==> config.mk <==
export PLATFORM = sky130hd
export DESIGN_NAME = clk_tree_monitor
export DESIGN_NICKNAME = d
export VERILOG_FILES = /design/src/rtl/clk_tree_monitor.sv
export SDC_FILE = /design/constraint.sdc
export NUM_CORES = 1
export LEC_CHECK = 0
export CELL_PAD_IN_SITES_DETAIL_PLACEMENT = 0
export CELL_PAD_IN_SITES_GLOBAL_PLACEMENT = 2
export CORE_UTILIZATION = 34
export CTS_CLUSTER_SIZE = 24
export DETAILED_ROUTE_END_ITERATION = 12
export GPL_TIMING_DRIVEN = 0
export PLACE_DENSITY = 0.77
export SLEW_MARGIN = 20
export SYNTH_ARGS = -nofsm -noshare
export SYNTH_HDL_FRONTEND = slang
export SYNTH_SLANG_ARGS = --single-unit
==> constraint.sdc <==
create_clock -name clk -period 2.4 [get_ports clk]
set_input_delay 0.48 -clock clk [delete_from_list [all_inputs] [get_ports clk]]
set_output_delay 0.48 -clock clk [all_outputs]
set_load 0.005 [all_outputs]
==> src/rtl/clk_tree_monitor.sv <==
// Period monitor for the divided clock bus. It measures the selected divided clock
// in clk cycles and reports the period with mismatch, timeout and illegal-select flags.
module clk_tree_monitor #(
   parameter int TIMEOUT = 131072
) (
   input  logic        clk,
   input  logic        rstb,
   input  logic [16:0] f_in,
   input  logic [4:0]  sel,
   input  logic        start,
   output logic        busy,
   output logic        done,
   output logic [17:0] period,
   output logic        mismatch,
   output logic        err_timeout,
   output logic        err_sel
);

   localparam logic [2:0] ST_IDLE    = 3'd0;
   localparam logic [2:0] ST_SETTLE  = 3'd1;
   localparam logic [2:0] ST_ARM     = 3'd2;
   localparam logic [2:0] ST_MEASURE = 3'd3;
   localparam logic [2:0] ST_DONE    = 3'd4;

   localparam logic [17:0] CNT_LAST    = 18'(TIMEOUT - 1);
   localparam logic [17:0] SETTLE_LAST = 18'd2;

   logic [2:0]  state;
   logic [17:0] cnt;
   logic [4:0]  sel_q;
   logic        s1;
   logic        s2;
   logic        s3;
   logic        rise;
   logic        sel_ok;
   logic [17:0] expected;

   assign sel_ok   = (sel != 5'd0) && (sel <= 5'd16);
   assign rise     = s2 & ~s3;
   assign expected = 18'd1 << sel_q;

   // Two-flop synchroniser on the muxed divided clock plus a history flop for edge detect.
   always_ff @(posedge clk or negedge rstb) begin
      if (!rstb) begin
         s1 <= 1'b0;
         s2 <= 1'b0;
         s3 <= 1'b0;
      end else begin
         s1 <= f_in[sel_q];
         s2 <= s1;
         s3 <= s2;
      end
   end

   // Measurement FSM; cnt doubles as settle counter, watchdog and period counter.
   always_ff @(posedge clk or negedge rstb) begin
      if (!rstb) begin
         state       <= ST_IDLE;
         cnt         <= 18'd0;
         sel_q       <= 5'd0;
         busy        <= 1'b0;
         done        <= 1'b0;
         period      <= 18'd0;
         mismatch    <= 1'b0;
         err_timeout <= 1'b0;
         err_sel     <= 1'b0;
      end else begin
         case (state)
            ST_IDLE: begin
               done <= 1'b0;
               if (start) begin
                  period      <= 18'd0;
                  mismatch    <= 1'b0;
                  err_timeout <= 1'b0;
                  cnt         <= 18'd0;
                  if (sel_ok) begin
                     sel_q   <= sel;
                     busy    <= 1'b1;
                     err_sel <= 1'b0;
                     state   <= ST_SETTLE;
                  end else begin
                     err_sel <= 1'b1;
                     done    <= 1'b1;
                     state   <= ST_DONE;
                  end
               end else begin
                  state <= ST_IDLE;
               end
            end
            // Edges seen here may stem from the mux switch, so they are discarded.
            ST_SETTLE: begin
               if (cnt == SETTLE_LAST) begin
                  cnt   <= 18'd0;
                  state <= ST_ARM;
               end else begin
                  cnt <= cnt + 18'd1;
               end
            end
            ST_ARM: begin
               if (rise) begin
                  cnt   <= 18'd1;
                  state <= ST_MEASURE;
               end else if (cnt == CNT_LAST) begin
                  err_timeout <= 1'b1;
                  done        <= 1'b1;
                  state       <= ST_DONE;
               end else begin
                  cnt <= cnt + 18'd1;
               end
            end
            ST_MEASURE: begin
               if (rise) begin
                  period   <= cnt;
                  mismatch <= (cnt != expected);
                  done     <= 1'b1;
                  state    <= ST_DONE;
               end else if (cnt == CNT_LAST) begin
                  period      <= cnt;
                  err_timeout <= 1'b1;
                  done        <= 1'b1;
                  state       <= ST_DONE;
               end else begin
                  cnt <= cnt + 18'd1;
               end
            end
            ST_DONE: begin
               done  <= 1'b0;
               busy  <= 1'b0;
               state <= ST_IDLE;
            end
            default: begin
               done  <= 1'b0;
               busy  <= 1'b0;
               state <= ST_IDLE;
            end
         endcase
      end
   end

endmodule

==> results by group <==
Outcome
  • Status: finished clean

Worst setup path
  • R2R Path Start: cnt[13]
  • CP Launch Type: flop
  • Top delay family on crit path: compound AO/OA/AOI/OAI gates
  • Worst Path Arrival: 2.47 ns
  • CP Capture Type: flop
  • Reg2reg end: mismatch
  • Worst path slowest cell: a2111oi_0
  • Bufs and invs on worst path: 1
  • Crit path max fanout: 10
  • R2R depth: 7
  • Crit path depth: 7
  • WS Path Type: reg -> reg
  • Crit path cell chain: clkbuf_1 > nand2_1 > mux2_1 > o21ai_1 > o31ai_1 > a2111oi_0 > a31oi_1
  • Required time of the critical path: 2.57 ns
  • R2R Setup Slk: 0.10 ns
  • Critical path's largest stage delay: 0.56 ns

Timing
  • Final Skew: 0.00505 ns
  • Tmin final: 2.30 ns
  • Hold Fails Final Rpt: 0
  • Endpoints failing setup: 0
  • Final max-slew violation count: 0
  • Final period util: 95.7%
  • Unrepaired setup endpoints after global routing: false
  • Max Freq: 435 MHz
  • Least-Margin Pin Slew: 0.695 ns
  • Headroom to the max-slew limit: 52.5%

Pwr
  • Part of the power in the clock network: 12.9%
  • Sequential share of power: 29.3%
  • Combinational share of power: 57.8%
  • Psw: 1.96 mW
  • Power per Cell Area: 1020 nW/µm²
  • Final total power: 4.23 mW
  • Leak: 1.64 nW
  • Sw Ratio: 46.5%
  • P_int: 2.26 mW
  • VDD IR-drop max: 0.415 mV

Clocking
  • CTS tree: done
  • Clock latency on the worst-skew pair: 0.31 ns
  • Clock Path Buffers: 2
  • CTS clk-pin slew, worst paths: 0.10 ns
  • Clock sinks: 52
  • Root Buffer: clkbuf_8
  • Setup Buffers After CTS: 0
  • Number of buffers created by CTS: 5
  • H-tree Lvls: 2

Cells and area
  • Cell Count, Final, Fillers Out: 563
  • Fillcell total: 1,032
  • Register area: 1300 µm²
  • Final #Nets: 456
  • Fraction of layout cells with a size suffix above 1: 14.7%
  • Area growth syn-to-layout: 21.5%
  • Area occupied by multi-input gates: 1860 µm²
  • Ant diodes: 0

Synthesis
  • Synthesized area: 3410 µm²
  • Avg Inst Size Synth: 9.09 µm²
  • Synth cell types: 77
  • Net Count, Synth: 402
  • Number of synthesized register bits: 52
  • Top cells by area, synth: dfrtp_1 (38%), nor2_1 (4.7%), a31o_1 (3.6%)
  • Dominant synthesized flop cell: dfrtp_1
  • Post-Synthesis Cells: 375
  • Sequential share of the synthesized area: 38.2%
  • Synth area leader: dfrtp_1
  • Post-synth top area share: 38.2%
  • YS warnings: 0
  • Async set-reset flop share out of synthesis: 100%
  • Post-synth EDFFs: 0

Min path
  • Hold Path Class: in -> async

Floorplan
  • # IOs: 48
  • Chip height: 102 µm
  • CORE AREA: 9730 µm²
  • Die area: 10,400 µm²
  • Die W: 102 µm
  • Row count: 36
  • Initial Utilization: 35.0%

Drt
  • Vias per inst: 5.57
  • DRT met1 WL: 4630 µm
  • Max layer used: met4
  • Total number of vias: 3,138
  • Metal2 WL: 4860 µm
  • Remaining DRCs: 0
  • Antenna viol nets, final: 0
  • Routed wire length: 10,100 µm
  • DRT iter0 DRCs: 190
  • Routed len/inst: 17.9 µm
  • Met3 Wirelength: 399 µm
  • Pre-Repair DR Iteration Count: 4

Global route
  • Largest net degree at the start of global routing: 53
  • Initial antenna violation count: 0
  • GR Overflow Total: 0
  • Overall Global Routing Usage: 20.7%
  • Vias in the first global route: 2,936
  • First-pass GRT wire length: 16,200 µm

Placed design
  • Final RePlAce weighted congestion: 0.845
  • IO buf count: 47
  • Placed Cells: 555
  • HPWL Detailed: 7530 µm

Run
  • Maxcap violations: 0
[placed cells by master, fill, tap and decap left out, drive strengths merged, types with 7 or more instances in the layout]
| master | n |
|---|---|
| nand2 | 24 |
| buf | 23 |
| clkdlybuf4s50 | 46 |
| a21oi | 16 |
| nor2 | 45 |
| nand2b | 10 |
| nand3 | 7 |
| nor4 | 7 |
| inv | 18 |
| nor3 | 10 |
| dfrtp | 52 |
| mux2 | 8 |
| o21ai | 21 |
| nand4 | 7 |
| clkbuf | 18 |
| a31oi | 10 |
| a31o | 16 |
[metal layers]
| metal | GRT usage, % | up-vias |
|---|---|---|
| met1 | 27.6 | 1531 |
| li1 | - | 1499 |
| met5 | 0 | - |
| met4 | 5.60 | 0 |
| met3 | 2.39 | 15 |
| met2 | 35.5 | 93 |
[cell usage after synthesis, types with 3 or more instances]
| library cell | instances |
|---|---|
| nor2_1 | 43 |
| nand4_1 | 7 |
| nand3b_1 | 3 |
| mux2i_1 | 4 |
| and4_1 | 4 |
| o21a_1 | 3 |
| o21ai_0 | 16 |
| a31oi_1 | 10 |
| buf_4 | 6 |
| nand3_1 | 7 |
| a21oi_1 | 15 |
| nand2_1 | 23 |
| mux4_2 | 4 |
| nand2b_1 | 10 |
| o22a_1 | 3 |
| clkbuf_1 | 10 |
| and2_1 | 4 |
| dfrtp_1 | 52 |
| o21ai_1 | 4 |
| a41oi_1 | 4 |
| inv_1 | 18 |
| buf_2 | 12 |
| nor3b_1 | 3 |
| nor4b_1 | 3 |
| mux2_2 | 7 |
| nor4_1 | 7 |
| o41ai_1 | 3 |
| a31o_1 | 14 |
| nor3_1 | 8 |
| o31ai_1 | 3 |
| and3_1 | 5 |
| buf_6 | 3 |
[kinds of logic (layout without fill, tap and decap cells)]
family	after synthesis	after routing	share of synthesized area [%]
multiplexers	16	16	6.46
AO/OA/AOI/OAI	101	101	21.4
AND/OR/NAND/NOR	152	152	25.6
flip-flops	52	52	38.2
XOR/XNOR	1	1	0.257
adder cells (fa/ha/maj)	2	2	0.734
buffers and inverters	51	106	7.42
[flip-flops by register name, indices dropped and copies added (netlist names)]
register	cells
err_timeout	1
sel_q	5
s3	1
s2	1
done	1
busy	1
s1	1
period	18
state	3
err_sel	1
mismatch	1
cnt	18
[worst max path at each step]
stage | from | endpoint | slack [ns]
final | cnt[13] | mismatch | 0.10
after floorplan | cnt[1] | period[12] | 0.48
after detailed placement | cnt[1] | cnt[5] | -0.05
after global placement | rstb | cnt[9] | -0.88
after global routing | sel_q[1] | mismatch | 0.01
after CTS | cnt[1] | period[10] | 0.04
[repair_timing]
item | 4_1_cts | 5_1_grt
hold endpoints to repair | 0 | 0
hold buffers | 0 | 0
gates resized for setup | 1 | 2
endpoints found under the setup margin | 2 | 25
[through the flow]
| stage | setup TNS [ns] | cell area [µm²] | utilization, % | hold slack, ns | setup WS, ns |
|---|---|---|---|---|---|
| floorplan | 0 | 3410 | - | 0.184 | 0.475 |
| global placement | -45.70 | 4050 | 41.6 | 0.334 | -0.879 |
| detailed placement | -0.0811 | 4040 | 41.6 | 0.349 | -0.0534 |
| CTS | 0 | 4140 | 42.6 | 0.235 | 0.0434 |
| global route | 0 | 4140 | 42.6 | 0.263 | 0.0119 |
| finish | 0 | 4140 | 42.6 | 0.200 | 0.103 |
[area by class of cell]
| cell class | count | share of cell area (%) |
|---|---|---|
| multi-input cells | 272 | 44.9 |
| flip-flops and latches | 52 | 31.5 |
| repair buffers | 47 | 11.3 |
| plain buffers | 33 | 4.47 |
| well taps | 133 | 4.02 |
| clock buffers | 7 | 2.08 |
| inverters | 18 | 1.63 |
| clock inverters | 1 | 0.181 |
[power by group through the flow]
stage | logic, mW | registers (mW) | clock network, mW
after floorplan | 1.70 | 1.20 | 0
after global placement | 2.42 | 1.25 | 0
after detailed placement | 2.44 | 1.25 | 0
after CTS | 2.45 | 1.24 | 0.560
after global routing | 2.71 | 1.27 | 0.594
final | 2.44 | 1.24 | 0.545
No activity file was read; power rests on OpenSTA's default activity.
